[config.mk]
export PLATFORM = sky130hd
export DESIGN_NAME = pn_token_tx
export DESIGN_NICKNAME = d
export VERILOG_FILES = /design/src/rtl/pn_pkg.sv /design/src/rtl/pn_res_fifo.sv /design/src/rtl/pn_token_tx.sv
export SDC_FILE = /design/constraint.sdc
export NUM_CORES = 1
export LEC_CHECK = 0
export CAP_MARGIN = 20
export CORE_MARGIN = 8
export CORE_UTILIZATION = 60
export CTS_CLUSTER_DIAMETER = 200
export DETAILED_ROUTE_END_ITERATION = 16
export PLACE_DENSITY = 0.9
export SKIP_LAST_GASP = 1
export SLEW_MARGIN = 5
export SYNTH_ARGS = -nofsm -noshare
export SYNTH_HDL_FRONTEND = slang
export SYNTH_SLANG_ARGS = --single-unit
[constraint.sdc]
create_clock -name clk -period 7.24 [get_ports clk]
set_clock_uncertainty 0.15 [all_clocks]
set_input_delay 2.172 -clock clk [delete_from_list [all_inputs] [get_ports clk]]
set_output_delay 2.172 -clock clk [all_outputs]
set_load 0.03 [all_outputs]
[src/rtl/pn_pkg.sv]
// Shared encodings and default sizes for the Polish-Notation token transmitter.
package pn_pkg;

    localparam logic [1:0] MODE_PRE_DESC = 2'd0;
    localparam logic [1:0] MODE_POST_ASC = 2'd1;
    localparam logic [1:0] MODE_PREFIX   = 2'd2;
    localparam logic [1:0] MODE_POSTFIX  = 2'd3;

    localparam logic [2:0] OP_ADD = 3'd0;
    localparam logic [2:0] OP_SUB = 3'd1;
    localparam logic [2:0] OP_MUL = 3'd2;
    localparam logic [2:0] OP_ABS = 3'd3;

    localparam int PN_MAX_TOK   = 12;
    localparam int PN_RES_DEPTH = 4;
    localparam int PN_TIMEOUT   = 1023;

    typedef enum logic [2:0] {
        ST_IDLE,
        ST_SEND,
        ST_WAIT,
        ST_CAPT,
        ST_DONE
    } state_t;

    // Prefix/postfix evaluate a single expression; the other modes yield one result per 3 tokens.
    function automatic logic [7:0] expected_results(input logic [1:0] mode, input int unsigned tokens);
        if (mode == MODE_PREFIX || mode == MODE_POSTFIX) begin
            return 8'd1;
        end
        return 8'(tokens / 3);
    endfunction

endpackage

[src/rtl/pn_res_fifo.sv]
// Result FIFO: synchronous, first-word-fall-through head, pop-then-push when full,
// head holds its last value while empty.
module pn_res_fifo
    import pn_pkg::*;
#(
    parameter int DEPTH = PN_RES_DEPTH,
    parameter int WIDTH = 32
) (
    input  logic             clk,
    input  logic             rst_n,
    input  logic             clr,
    input  logic             push,
    input  logic [WIDTH-1:0] push_data,
    input  logic             pop,
    output logic             full,
    output logic             empty,
    output logic [WIDTH-1:0] head
);

    localparam int AW = (DEPTH > 1) ? $clog2(DEPTH) : 1;
    localparam int NW = $clog2(DEPTH + 1);

    logic [WIDTH-1:0] mem [DEPTH];
    logic [AW-1:0]    wr_ptr;
    logic [AW-1:0]    rd_ptr;
    logic [NW-1:0]    count;
    logic [WIDTH-1:0] hold;
    logic             do_push;
    logic             do_pop;

    assign full    = (count == NW'(DEPTH));
    assign empty   = (count == '0);
    assign do_pop  = pop && !empty;
    assign do_push = push && (!full || do_pop);
    assign head    = empty ? hold : mem[rd_ptr];

    function automatic logic [AW-1:0] bump(input logic [AW-1:0] p);
        return (p == AW'(DEPTH - 1)) ? '0 : p + 1'b1;
    endfunction

    always_ff @(posedge clk or negedge rst_n) begin
        if (!rst_n) begin
            wr_ptr <= '0;
            rd_ptr <= '0;
            count  <= '0;
            hold   <= '0;
        end else begin
            hold <= head;
            if (clr) begin
                wr_ptr <= '0;
                rd_ptr <= '0;
                count  <= '0;
            end else begin
                if (do_push) begin
                    wr_ptr <= bump(wr_ptr);
                end
                if (do_pop) begin
                    rd_ptr <= bump(rd_ptr);
                end
                if (do_push && !do_pop) begin
                    count <= count + 1'b1;
                end else if (do_pop && !do_push) begin
                    count <= count - 1'b1;
                end
            end
        end
    end

    always_ff @(posedge clk) begin
        if (do_push && !clr) begin
            mem[wr_ptr] <= push_data;
        end
    end

endmodule

[src/rtl/pn_token_tx.sv]
// Transmit side of the PN token interface: replays buffered tokens as a burst and collects results.
// Optional expected-count check enabled by defining PN_TX_CHECK_EN.
module pn_token_tx
    import pn_pkg::*;
#(
    parameter int MAX_TOK   = PN_MAX_TOK,
    parameter int RES_DEPTH = PN_RES_DEPTH,
    parameter int TIMEOUT   = PN_TIMEOUT
) (
    input  logic               clk,
    input  logic               rst_n,
    input  logic               tok_wr,
    input  logic               tok_op,
    input  logic [2:0]         tok_val,
    output logic               tok_full,
    input  logic               start,
    input  logic [1:0]         start_mode,
    output logic               busy,
    output logic [1:0]         pn_mode,
    output logic               pn_operator,
    output logic [2:0]         pn_in,
    output logic               pn_in_valid,
    input  logic               pn_out_valid,
    input  logic signed [31:0] pn_out,
    output logic               res_valid,
    output logic signed [31:0] res_data,
    input  logic               res_ready,
    output logic               done,
    output logic               err_timeout,
    output logic               err_ovf,
    output logic               err_count
);

    localparam int CW = $clog2(MAX_TOK + 1);
    localparam int TW = $clog2(TIMEOUT + 1);

    state_t        state;
    logic [3:0]    tok_buf [MAX_TOK];
    logic [CW-1:0] tok_cnt;
    logic [CW-1:0] rd_idx;
    logic [TW-1:0] wait_cnt;
    logic          tok_accept;
    logic          start_accept;
    logic          res_push;
    logic          res_pop;
    logic          fifo_full;
    logic          fifo_empty;
    logic          ovf_hit;
    logic          wait_expired;
    logic          enter_done;

    assign tok_full     = (tok_cnt == CW'(MAX_TOK));
    assign busy         = (state != ST_IDLE);
    assign start_accept = (state == ST_IDLE) && start && (tok_cnt != '0);
    assign tok_accept   = (state == ST_IDLE) && tok_wr && !tok_full && !start_accept;
    assign res_push     = pn_out_valid && ((state == ST_WAIT) || (state == ST_CAPT));
    assign res_valid    = !fifo_empty;
    assign res_pop      = res_ready && res_valid;
    assign ovf_hit      = res_push && fifo_full && !res_pop;
    assign wait_expired = (wait_cnt == TW'(TIMEOUT - 1));
    assign enter_done   = !pn_out_valid &&
                          ((state == ST_CAPT) || ((state == ST_WAIT) && wait_expired));

    always_ff @(posedge clk) begin
        if (tok_accept) begin
            tok_buf[tok_cnt] <= {tok_op, tok_val};
        end
    end

    pn_res_fifo #(
        .DEPTH (RES_DEPTH),
        .WIDTH (32)
    ) u_res_fifo (
        .clk       (clk),
        .rst_n     (rst_n),
        .clr       (start_accept),
        .push      (res_push && !ovf_hit),
        .push_data (pn_out),
        .pop       (res_pop),
        .full      (fifo_full),
        .empty     (fifo_empty),
        .head      (res_data)
    );

    // Token outputs are registered and forced to zero outside the burst.
    always_ff @(posedge clk or negedge rst_n) begin
        if (!rst_n) begin
            state       <= ST_IDLE;
            tok_cnt     <= '0;
            rd_idx      <= '0;
            wait_cnt    <= '0;
            pn_mode     <= 2'd0;
            pn_operator <= 1'b0;
            pn_in       <= 3'd0;
            pn_in_valid <= 1'b0;
            done        <= 1'b0;
            err_timeout <= 1'b0;
            err_ovf     <= 1'b0;
        end else begin
            done <= 1'b0;
            if (enter_done) begin
                done    <= 1'b1;
                tok_cnt <= '0;
            end else if (tok_accept) begin
                tok_cnt <= tok_cnt + 1'b1;
            end
            if (ovf_hit) begin
                err_ovf <= 1'b1;
            end
            case (state)
                ST_IDLE: begin
                    if (start_accept) begin
                        state                <= ST_SEND;
                        err_timeout          <= 1'b0;
                        err_ovf              <= 1'b0;
                        pn_in_valid          <= 1'b1;
                        pn_mode              <= start_mode;
                        {pn_operator, pn_in} <= tok_buf[0];
                        rd_idx               <= CW'(1);
                    end
                end
                ST_SEND: begin
                    if (rd_idx < tok_cnt) begin
                        {pn_operator, pn_in} <= tok_buf[rd_idx];
                        rd_idx               <= rd_idx + 1'b1;
                    end else begin
                        state       <= ST_WAIT;
                        wait_cnt    <= '0;
                        pn_in_valid <= 1'b0;
                        pn_mode     <= 2'd0;
                        pn_operator <= 1'b0;
                        pn_in       <= 3'd0;
                    end
                end
                ST_WAIT: begin
                    if (pn_out_valid) begin
                        state <= ST_CAPT;
                    end else if (wait_expired) begin
                        state       <= ST_DONE;
                        err_timeout <= 1'b1;
                    end else begin
                        wait_cnt <= wait_cnt + 1'b1;
                    end
                end
                ST_CAPT: begin
                    if (!pn_out_valid) begin
                        state <= ST_DONE;
                    end
                end
                ST_DONE: begin
                    state <= ST_IDLE;
                end
                default: begin
                    state <= ST_IDLE;
                end
            endcase
        end
    end

`ifdef PN_TX_CHECK_EN
    logic [7:0] cap_cnt;
    logic [7:0] exp_cnt;

    // Dropped pushes still count as results seen; the counter saturates on runaway bursts.
    always_ff @(posedge clk or negedge rst_n) begin
        if (!rst_n) begin
            cap_cnt   <= 8'd0;
            exp_cnt   <= 8'd0;
            err_count <= 1'b0;
        end else if (start_accept) begin
            cap_cnt   <= 8'd0;
            exp_cnt   <= expected_results(start_mode, 32'(tok_cnt));
            err_count <= 1'b0;
        end else begin
            if (res_push && (cap_cnt != 8'hFF)) begin
                cap_cnt <= cap_cnt + 1'b1;
            end
            if (enter_done && (cap_cnt != exp_cnt)) begin
                err_count <= 1'b1;
            end
        end
    end
`else
    assign err_count = 1'b0;
`endif

endmodule
==> run metrics, run 1 <==
CTS Hold Bufs=0; first-pass GRT wire length=about 32000 um; crit path DAT=approximately 3.3 ns; most frequent cell after synthesis=edfxtp_1; initial antenna violation count=0; ranking of synthesized cells by area=edfxtp_1 54%, dfrtp_1 18%, mux4_2 10%; Design Power=5230 uW; Yosys top cell by area=edfxtp_1; fill count=994; fin nets=slightly above 700; hold depth=1; design area=roughly 12000 um2; Setup crit end kind=output port; Chip Height=144 um; Setup Viol. Count Final=0; PnR worst setup slack=around 1.7 ns; total gr overflow=0; Max Transition Viols Final=0; largest net degree at the start of global routing=slightly above 70; # Post-CTS Setup Buffers=0; worst skew pair latency=0.51 ns; Area after DPL=between 10000 and 15000 um2; vias=approximately 5400; Total GRT Usage=0.199; actual slew at the worst max-slew pin=roughly 0.95 ns; Final Hold Fails=0; top cells by count, synth=176 x edfxtp_1, 70 x dfrtp_1, 44 x mux4_2, 32 x mux2_2, 32 x nor2_1; final WL=19800 um; CTS tree=yes; CP Launch Type=flop; clock-pin slew on the worst setup and hold paths=around 0.06 ns; final worst path period need=roughly 5.6 ns; Ports=90; Fmax=~180 MHz; drt via density=roughly 6.0; Pwr per Cell Area=about 440 nW/um2; 1st-iter DRT viols=462; DRT Pass-1 Iters=5; Root Driver=clkbuf_16; Cell Rows=47; vias in the first global route=approximately 5800; top cell type's share of synthesized area=0.536; RePlAce Congestion=about 0.76; maxcap violations=0; total CTS buffers=25; mapped cell area=roughly 9900 um2; post-synthesis sequential area ratio=0.714; reg2reg path depth=7; Sequential cell area=approximately 7000 um2; total die area=roughly 21000 um2; DP HPWL=between 10000 and 15000 um; port bufs=88; ys async rst share=0.285; RSZ-0062 raised after global routing=false; Yosys reg bits=approximately 250; WS Path Type=flop to output port; post-DR wirelength/cell=between 20 and 25 um; Place WS=2.12 ns; Post-synth top flop=edfxtp_1; Pleak=0.00417 uW; EDFF count, synth=between 150 and 200; area grow syn2layout=19.8%; clock sink total=about 250; Tcrit/Tclk final=0.770; Cell variety after synth=54; PostCTS Resize Cnt=0; Yosys warning count=0; post-synth net total=just over 600; crit path max fanout=23; initial core utilization=0.603; clk buf depth=3; Core Box Area=around 16000 um2; type of the most critical hold path=flop to flop; peak supply drop=413 uV; Final TNS setup=0 ns; Mapped Cells=roughly 560; layout cells sized above 1=0.201; Antenna Cells=0; H-tree depth=1; Rel. slew slack=0.365; DRC Markers=0; Synth Area per Inst=roughly 18 um2; multi-input combinational cell area=approximately 2700 um2; required time of the critical path=approximately 4.9 ns; Final ANT Viol Nets=0; outcome=finished, final reports clean; Chip Width=144 um; final core occ=0.722
-- critical path: stages, from the launching register on --
cell             delay (ns)
dfrtp_2                0.86
buf_4                  0.41
mux4_2                 0.54
mux2_2                 0.32
clkdlybuf4s50_1        0.61
-- final cells by class --
class	instances	area share
clock inverters	17	0.0187
inverters	13	0.00413
clock buffers	29	0.0551
repair buffers	91	0.0763
multi-input cells	279	0.226
well taps	220	0.0233
flip-flops and latches	246	0.596
-- cells in the final DEF, fill, tap and decap left out, types with 14 or more instances in the layout --
| master | instances |
|---|---|
| edfxtp_1 | 176 |
| mux2_2 | 32 |
| nand2_1 | 27 |
| mux4_2 | 44 |
| dfrtp_1 | 69 |
| o21ai_0 | 15 |
| ha_1 | 15 |
| clkdlybuf4s50_1 | 87 |
| a21oi_1 | 14 |
| nor2_1 | 32 |
| clkbuf_16 | 25 |
-- cell families (layout without fill, tap and decap cells) --
logic type | after synthesis | in the layout | share of synthesized area
buffers and inverters | 38 | 150 | 0.0159
xor gates and xnor gates | 7 | 7 | 0.00622
other | 1 | 1 | 0.000380
DFF | 246 | 246 | 0.714
adders and majority gates | 16 | 16 | 0.0211
and+or+nand+nor | 109 | 109 | 0.0543
AOI/OAI and AO/OA | 64 | 64 | 0.0451
muxes | 82 | 82 | 0.143
-- registers in the layout, indices dropped and copies added, names as in the netlist, 2 cells and up --
name               flops
pn_in                  3
pn_mode                2
rd_idx                 4
state                  3
tok_buf               48
tok_cnt                4
u_res_fifo.count       3
u_res_fifo.hold       32
u_res_fifo.mem       128
u_res_fifo.rd_ptr      2
u_res_fifo.wr_ptr      2
wait_cnt              10
-- per-layer routing --
layer  track usage  vias to the layer above  part of all wire
met2         0.347                      197              0.52
li1              -                     2381                 -
met4        0.0542                        0             0.017
met3        0.0419                       30             0.061
met5             0                        -                 0
met1         0.248                     2768              0.41
-- power breakdown --
group | total [uW] | switching, uW | internal [uW]
Sequential | 1990 | 201 | 1790
Clock | 1340 | 520 | 824
Combinational | 1900 | 1050 | 849
-- final timing paths --
kind / endpoint / slack [ns] / from
max: res_data[29] / 1.67 / u_res_fifo.rd_ptr[0]$_DFFE_PN0P_
min: pn_in_valid$_DFFE_PN0P_ / 0.33 / pn_in_valid$_DFFE_PN0P_
max reg2reg: u_res_fifo.count[2]$_DFFE_PN0P_ / 3.96 / u_res_fifo.count[0]$_DFFE_PN0P_
min reg2reg: pn_in_valid$_DFFE_PN0P_ / 0.33 / pn_in_valid$_DFFE_PN0P_
max in group asynchronous: u_res_fifo.rd_ptr[0]$_DFFE_PN0P_ / 4.61 / rst_n
min in group asynchronous: wait_cnt[6]$_DFFE_PN0P_ / 1.68 / rst_n
-- through the flow --
stage | hold slack, ns | cells
final | 0.334 | 895
after global routing | 0.350 | 895
after CTS | 0.332 | 895
after detailed placement | 0.319 | 849
after global placement | 0.308 | 849
after floorplan | 0.293 | 563
No activity file was read; power rests on OpenSTA's default activity.
==> run 2: changes to the inputs <==
- CORE_UTILIZATION: 60 -> 52
- PLACE_DENSITY: 0.9 -> 0.83
- clock period: 7.24 -> 5 ns (I/O delays scaled with it)
==> run 2 against run 1 <==
Against the previous run:
- core utilization shrank 8.9 points
- wire length shrank 4.8%
- worst setup slack got worse by 1.3 ns
- via count decreased by 1.6%
- global-route usage fell by 3.8 points
- critical path type unchanged
- critical endpoint is now res_data[21]
- highest routed layer unchanged
==> run metrics, run 2 (synthesis results as in run 1) <==
worst skew pair latency=just over 0.5 ns; Crit path buffers/inverters=1; WS Path Type=flop to output port; total CTS buffers=25; Final Hold Fails=0; Pleak=0.00417 uW; Core Box Area=18600 um2; CP max-delay cell=or3_2; Root Driver=clkbuf_16; drt via density=slightly below 6; most frequent cells in the layout=176 x edfxtp_1, 87 x clkdlybuf4s50_1, 69 x dfrtp_1; Cell Rows=50; largest registers=u_res_fifo.mem x128, tok_buf x48, u_res_fifo.hold x32; crit path max fanout=34; # Post-CTS Setup Buffers=0; Biggest register=u_res_fifo.mem; PostCTS Resize Cnt=0; clock sink total=246; Pwr per Cell Area=628 nW/um2; RSZ-0062 raised after global routing=false; type of the most critical hold path=flop to flop; Crit path max-delay family=simple AND/OR/NAND/NOR gates; commonest non-fill, non-tap cell in the layout=edfxtp_1; Final TNS setup=0 ns; Chip Width=about 150 um; largest stage delay on the critical path=roughly 0.90 ns; 1st-iter DRT viols=395; max reg flops=between 100 and 150; clock-pin slew on the worst setup and hold paths=about 0.06 ns; final WL=around 19000 um; clk buf depth=3; port bufs=just under 90; maxcap violations=0; initial antenna violation count=0; actual slew at the worst max-slew pin=0.978 ns; crit path DAT=2.94 ns; RePlAce Congestion=just under 0.8; Final ANT Viol Nets=0; Ports=90; Rel. slew slack=0.348; final worst path period need=~4.6 ns; Chip Height=around 150 um; required time of the critical path=between 3 and 4 ns; CTS Hold Bufs=0; design area=11800 um2; Max Transition Viols Final=0; peak supply drop=approximately 420 uV; Setup crit end kind=output port; Tcrit/Tclk final=0.918; Fmax=between 200 and 250 MHz; initial core utilization=0.529; total gr overflow=0; first-pass GRT wire length=~30000 um; layout cells sized above 1=0.194; DRC Markers=0; outcome=finished, final reports clean; Antenna Cells=0; H-tree depth=1; Total GRT Usage=0.161; DRT Pass-1 Iters=4; Area after DPL=11000 um2; largest net degree at the start of global routing=71; CP Launch Type=flop; vias in the first global route=around 5700; fin nets=720; post-DR wirelength/cell=20.7 um; CTS tree=yes; total die area=around 24000 um2; crit-path cells=or3_2 -> mux2_2 -> clkdlybuf4s50_1; DP HPWL=roughly 12000 um; vias=around 5300; Setup Viol. Count Final=0; area grow syn2layout=19.7%
[run 2: cell type report]
type                    count  area [um2]
clock buffers              36         707
well taps                 234         293
flip-flops and latches    246        7040
repair buffers             95         943
fillers                  1286        6840
inverters                  13        48.8
clock inverters            10         105
multi-input cells         279        2670
[run 2: worst paths after layout]
check                                                start                                to  slack (ns)  cells past startpoint
setup / recovery           u_res_fifo.count[1]$_DFFE_PN0P_                      res_data[21]        0.41                      3
hold / removal                     err_timeout$_DFFE_PN0P_           err_timeout$_DFFE_PN0P_        0.34                      2
setup reg to reg           u_res_fifo.count[0]$_DFFE_PN0P_   u_res_fifo.count[2]$_DFFE_PN0P_        1.71                      7
hold reg to reg                    err_timeout$_DFFE_PN0P_           err_timeout$_DFFE_PN0P_        0.34                      2
max in group asynchronous                            rst_n  u_res_fifo.rd_ptr[0]$_DFFE_PN0P_        2.99                      1
min in group asynchronous                            rst_n     u_res_fifo.hold[16]$_DFF_PN0_        0.97                      1
[run 2: where the power goes]
group | total [uW] | internal, uW | leakage [uW] | switching [uW]
sequential | 2820 | 2590 | 0.00246 | 228
clock | 1810 | 1090 | 0.000399 | 721
combinational | 2780 | 1240 | 0.00131 | 1540
[run 2: layer usage]
metal | GRT usage | routed length [um]
met4 | 0.0504 | 335
met3 | 0.0305 | 991
met1 | 0.197 | 7730
met2 | 0.286 | 9820
met5 | 0 | 0
[run 2: worst min-delay path, cell delays in order, from the launching register on]
cell and delay, ns:
dfrtp_1 0.34, a31oi_1 0.04, nor2_1 0.07
[run 2: metrics by stage]
stage / utilization / worst slack [ns] / hold slack, ns / power, uW / std cells
final: 0.633 / 0.411 / 0.341 / 7410 / 913
after detailed placement: 0.589 / 0.633 / 0.334 / 5650 / 867
after CTS: 0.633 / 0.373 / 0.348 / 7490 / 913
after global routing: 0.633 / 0.302 / 0.361 / 7770 / 913
after global placement: 0.589 / 0.796 / 0.319 / 5550 / 867
after floorplan: - / 1.32 / 0.293 / 4680 / 563
==> run 3: changes to the inputs <==
- CAP_MARGIN: 20 -> 5
- CTS_CLUSTER_SIZE: default -> 30
- SLEW_MARGIN: 5 -> 20
==> run 3 against run 2 <==
Against the previous run:
- register-to-register slack got worse by 0.02 ns
- count of clock-buffer cells in the layout decreased by 17
- power decreased by 9.7%
- sequential share of layout area increased by 2.3 points
- core utilization decreased by 2.3 points
- maximum frequency increased by 0.33%
- clock power decreased by 39%
==> run metrics, run 3 (synthesis results as in run 1) <==
initial core utilization=0.529; commonest non-fill, non-tap cell in the layout=edfxtp_1; Sequential cell area=~7000 um2; DRT Pass-1 Iters=5; RSZ-0062 raised after global routing=false; CP max-delay cell=or3_2; Total GRT Usage=0.158; Cell Rows=50; worst setup path start=u_res_fifo.count[1]$_DFFE_PN0P_; WS Path Type=flop to output port; CTS tree=yes; Fmax=219 MHz; first-pass GRT wire length=between 20000 and 30000 um; H-tree depth=1; largest registers=u_res_fifo.mem x128, tok_buf x48, u_res_fifo.hold x32; final WL=~18000 um; Rel. slew slack=0.359; vias=between 5000 and 6000; Setup crit end kind=output port; Root Driver=clkbuf_16; Max Transition Viols Final=0; Ports=90; Non-Filler Instances=887; maxcap violations=0; crit path DAT=roughly 3 ns; hold depth=2; worst skew pair latency=0.47 ns; Final Hold Fails=0; Tcrit/Tclk final=0.915; Hold WS=between 0.3 and 0.4 ns; Routed met2 length=roughly 9600 um; type of the most critical hold path=flop to flop; RePlAce Congestion=~0.78; largest stage delay on the critical path=about 0.90 ns; DRC Markers=0; R2R Path End=u_res_fifo.count[2]$_DFFE_PN0P_; initial antenna violation count=0; met3 wire length=between 800 and 900 um; Max Used Layer=met4; Sw Pwr=~2400 uW; CP Launch Type=flop; final worst path period need=around 4.6 ns; total gr overflow=0; crit path max fanout=34; layout cells sized above 1=0.165; PostCTS Resize Cnt=0; vias in the first global route=approximately 5600; clock sink total=246; total die area=about 24000 um2; DP HPWL=11900 um; wire length on met1=approximately 7500 um; 1st-iter DRT viols=a little over 300; crit-path cells=or3_2 -> mux2_2 -> clkdlybuf4s50_1; combinational share of power=0.414; Final TNS setup=0 ns; Crit path max-delay family=simple AND/OR/NAND/NOR gates; r2r setup slk=1.69 ns; area grow syn2layout=15.3%; required time of the critical path=3.35 ns; WHS Endpoint=err_timeout$_DFFE_PN0P_; most frequent cells in the layout=176 x edfxtp_1, 87 x clkdlybuf4s50_1, 69 x dfrtp_1; outcome=finished, final reports clean; largest net degree at the start of global routing=71; clock network power share=0.165; Crit path buffers/inverters=1; fill count=between 1000 and 1500; clock-pin slew on the worst setup and hold paths=about 0.11 ns; Pwr per Cell Area=~590 nW/um2; total CTS buffers=12; # Post-CTS Setup Buffers=0; peak supply drop=around 450 uV; Chip Height=roughly 150 um; cell count after placement=just under 900; actual slew at the worst max-slew pin=0.961 ns; max reg flops=128; Antenna Cells=0; switching share of power=0.353; multi-input combinational cell area=about 2700 um2; Pleak=0.00395 uW; Core Box Area=roughly 19000 um2; Setup Viol. Count Final=0; post-DR wirelength/cell=20.8 um; Biggest register=u_res_fifo.mem; clk buf depth=3; final core occ=0.610; Final ANT Viol Nets=0; Hold Crit Start=err_timeout$_DFFE_PN0P_; cell-internal power=4330 uW; port bufs=~90; fin nets=707; drt via density=slightly below 6; worst reg2reg path startpoint=u_res_fifo.count[0]$_DFFE_PN0P_; Chip Width=154 um; sequential power share=0.421; reg2reg path depth=7; CTS Hold Bufs=0
==> run 3: changes by cell type in the layout (fill, tap and decap cells not counted), moves of 2 or more <==
cell and change:
clkinv_2 -5, clkbuf_8 -4, bufinv_16 -2, clkbuf_16 -12
==> run 3: worst min-delay path, stage by stage, from the launching register on <==
cell and delay (ns):
dfrtp_1 0.36, a31oi_1 0.04, nor2_1 0.07
==> run 3: how the worst max path moves through the flow <==
stage	to	slack, ns	cells after the start
global route	res_data[2]	0.33	3
detailed placement	u_res_fifo.count[2]$_DFFE_PN0P_	0.63	8
finish	res_data[2]	0.43	3
CTS	res_data[2]	0.40	3
global placement	u_res_fifo.count[2]$_DFFE_PN0P_	0.80	8
floorplan	u_res_fifo.count[2]$_DFFE_PN0P_	1.32	8
==> run 3: area by class of cell <==
| class | instances | share of cell area |
|---|---|---|
| Sequential cell | 246 | 0.619 |
| Multi-Input combinational cell | 279 | 0.234 |
| Timing Repair Buffer | 95 | 0.0830 |
| Clock buffer | 19 | 0.0306 |
| Tap cell | 234 | 0.0258 |
| Inverter | 13 | 0.00429 |
| Clock inverter | 1 | 0.00264 |
==> run 3: layer usage <==
| metal | GRT usage | vias to the layer above |
|---|---|---|
| li1 | - | 2340 |
| met1 | 0.195 | 2689 |
| met2 | 0.283 | 152 |
| met3 | 0.0233 | 37 |
| met4 | 0.0453 | 0 |
| met5 | 0 | - |
==> run 3: power by group through the flow <==
| stage | Combinational (uW) | Sequential (uW) | Clock, uW |
|---|---|---|---|
| after floorplan | 1870 | 2810 | 0 |
| after global placement | 2720 | 2830 | 0 |
| after detailed placement | 2800 | 2860 | 0 |
| after CTS | 2810 | 2810 | 1140 |
| after global routing | 2980 | 2860 | 1200 |
| final | 2770 | 2820 | 1110 |
==> run 3: through the flow <==
step,setup slack [ns],cell area [um2],total power (uW)
6_report,0.426,11400,6690
5_1_grt,0.332,11400,7040
4_1_cts,0.397,11400,6760
3_5_place_dp,0.633,11000,5650
3_3_place_gp,0.796,11000,5550
2_1_floorplan,1.32,9860,4680
==> variant (settings of run 2) <==
`hold` no longer has a reset.
--- a/src/rtl/pn_res_fifo.sv
+++ b/src/rtl/pn_res_fifo.sv
@@ -45,5 +45,3 @@
             count  <= '0;
-            hold   <= '0;
         end else begin
-            hold <= head;
             if (clr) begin
@@ -69,2 +67,6 @@
     always_ff @(posedge clk) begin
+        hold <= head;
+    end
+
+    always_ff @(posedge clk) begin
         if (do_push && !clr) begin
Behaviour: not the same (Yosys sat finds a counterexample within 10 cycles, from zero or initial values and one cycle with rst_n low; the reset may be asserted at any time).
==> variant against run 2 <==
Largest power group unchanged; global-route usage decreased by 0.15 points; worst setup slack got worse by 0.023 ns; power rose by 1.1%; maximum frequency is 0.51% lower; sequential cell count unchanged; sequential power is 1% higher; wire length fell by 2.4%; first-iteration DRC count fell by 22%; design area shrank 0.88%; synthesized area is 1.6% lower; critical endpoint is now res_data[26]; sequential share of layout area is 0.84 points lower.
==> variant: results (changes against run 2) <==
ys async rst share 15.45% (-13 points); maximum vdd drop 0.3391 mV (-19%); CP max-delay cell dfrtp_2; Final nets 723 (+0.42%); TritonRoute pass-1 iters 5 (+1); mux contribution to synthesized area 14.55% (+0.24 points); Crit path max-delay family buffers and inverters; DP Wirelength 12,230 um (+2.3%); WHS 0.3240 ns (-0.01738 ns); vias per cell 5.629 (-2.8%); Synth Area in Adders 2.142% (+0.035 points); number of global-route vias before repair 5,568 (-2.1%); end of the worst hold path u_res_fifo.hold[3]; CP Launch Point u_res_fifo.rd_ptr[0]; Distinct cells, synth 55 (+1.9%); Post-Place Cell Area 10,840 um2 (-1.3%); placed cell count 870 (+0.35%); Static Leak 0.004101 uW (-1.7%); pin count of the biggest net entering global routing 39 (-45%); initial DRC count 310 (-22%); reg-to-reg endpoint u_res_fifo.count[2]; register area share after synthesis 70.92% (-0.47 points); synth top area cells edfxtp_1, mux4_2, dfrtp_1; compound-gate portion of the synthesized area 4.581% (+0.074 points); final WL 18,420 um (-2.4%); crit-path max cell delay 0.74 ns (-0.16 ns); R2R Setup Slk 1.76 ns (+0.05 ns); DP Worst Slack 0.7154 ns (+0.08216 ns); HP Start u_res_fifo.hold[3]; crit path DAT 2.96 ns (+0.02 ns); via count 5,156 (-2.5%); routability cong. 0.8103 (+3.7%); first-pass GRT wire length 30,150 um (-0.86%); status finished, final reports clean; CP endpoint res_data[26]; layout cells sized above 1 21.11% (+1.7 points); Worst-Margin Slew 0.9380 ns (-0.03968 ns); gr usage total 15.99% (-0.15 points); Commonest cells post-synth edfxtp_1, mux4_2, dfrtp_1; Fmax 0.2168 GHz (-0.51%); Post-Synth XOR/XNOR Area 0.6323% (+0.010 points); initial antenna violation count 1 (+1)
-- variant: changes by cell type after synthesis, sizes merged --
cell and change:
dfxtp +32, dfrtp -32
-- variant: per-layer routing --
layer / part of all wire, % / global-route usage, % / routed length [um]
met5: 0.076 / 0 / 14
met4: 1.3 / 3.487 / 248
met3: 4.3 / 3.205 / 791
met2: 52 / 28.56 / 9534
met1: 43 / 19.82 / 7832
-- variant: per-stage QoR --
step / utilization (%) / power [uW]
floorplan: - / 4682
global placement: 58.54 / 5537
detailed placement: 58.54 / 5656
CTS: 63.16 / 7573
global route: 63.16 / 7859
finish: 63.16 / 7488
-- variant: layout make-up --
class	count	area, um2
Sequential cell	246	6878
Tap cell	234	292.8
Inverter	13	48.80
Clock inverter	18	198.9
Clock buffer	28	656.9
Timing Repair Buffer	98	950.9
Multi-Input combinational cell	279	2670
Fill cell	1314	6822
-- variant: where the power goes --
group	internal [uW]	switching, uW
logic	1250	1480
registers	2590	268
clock network	1150	743
total	4990	2490
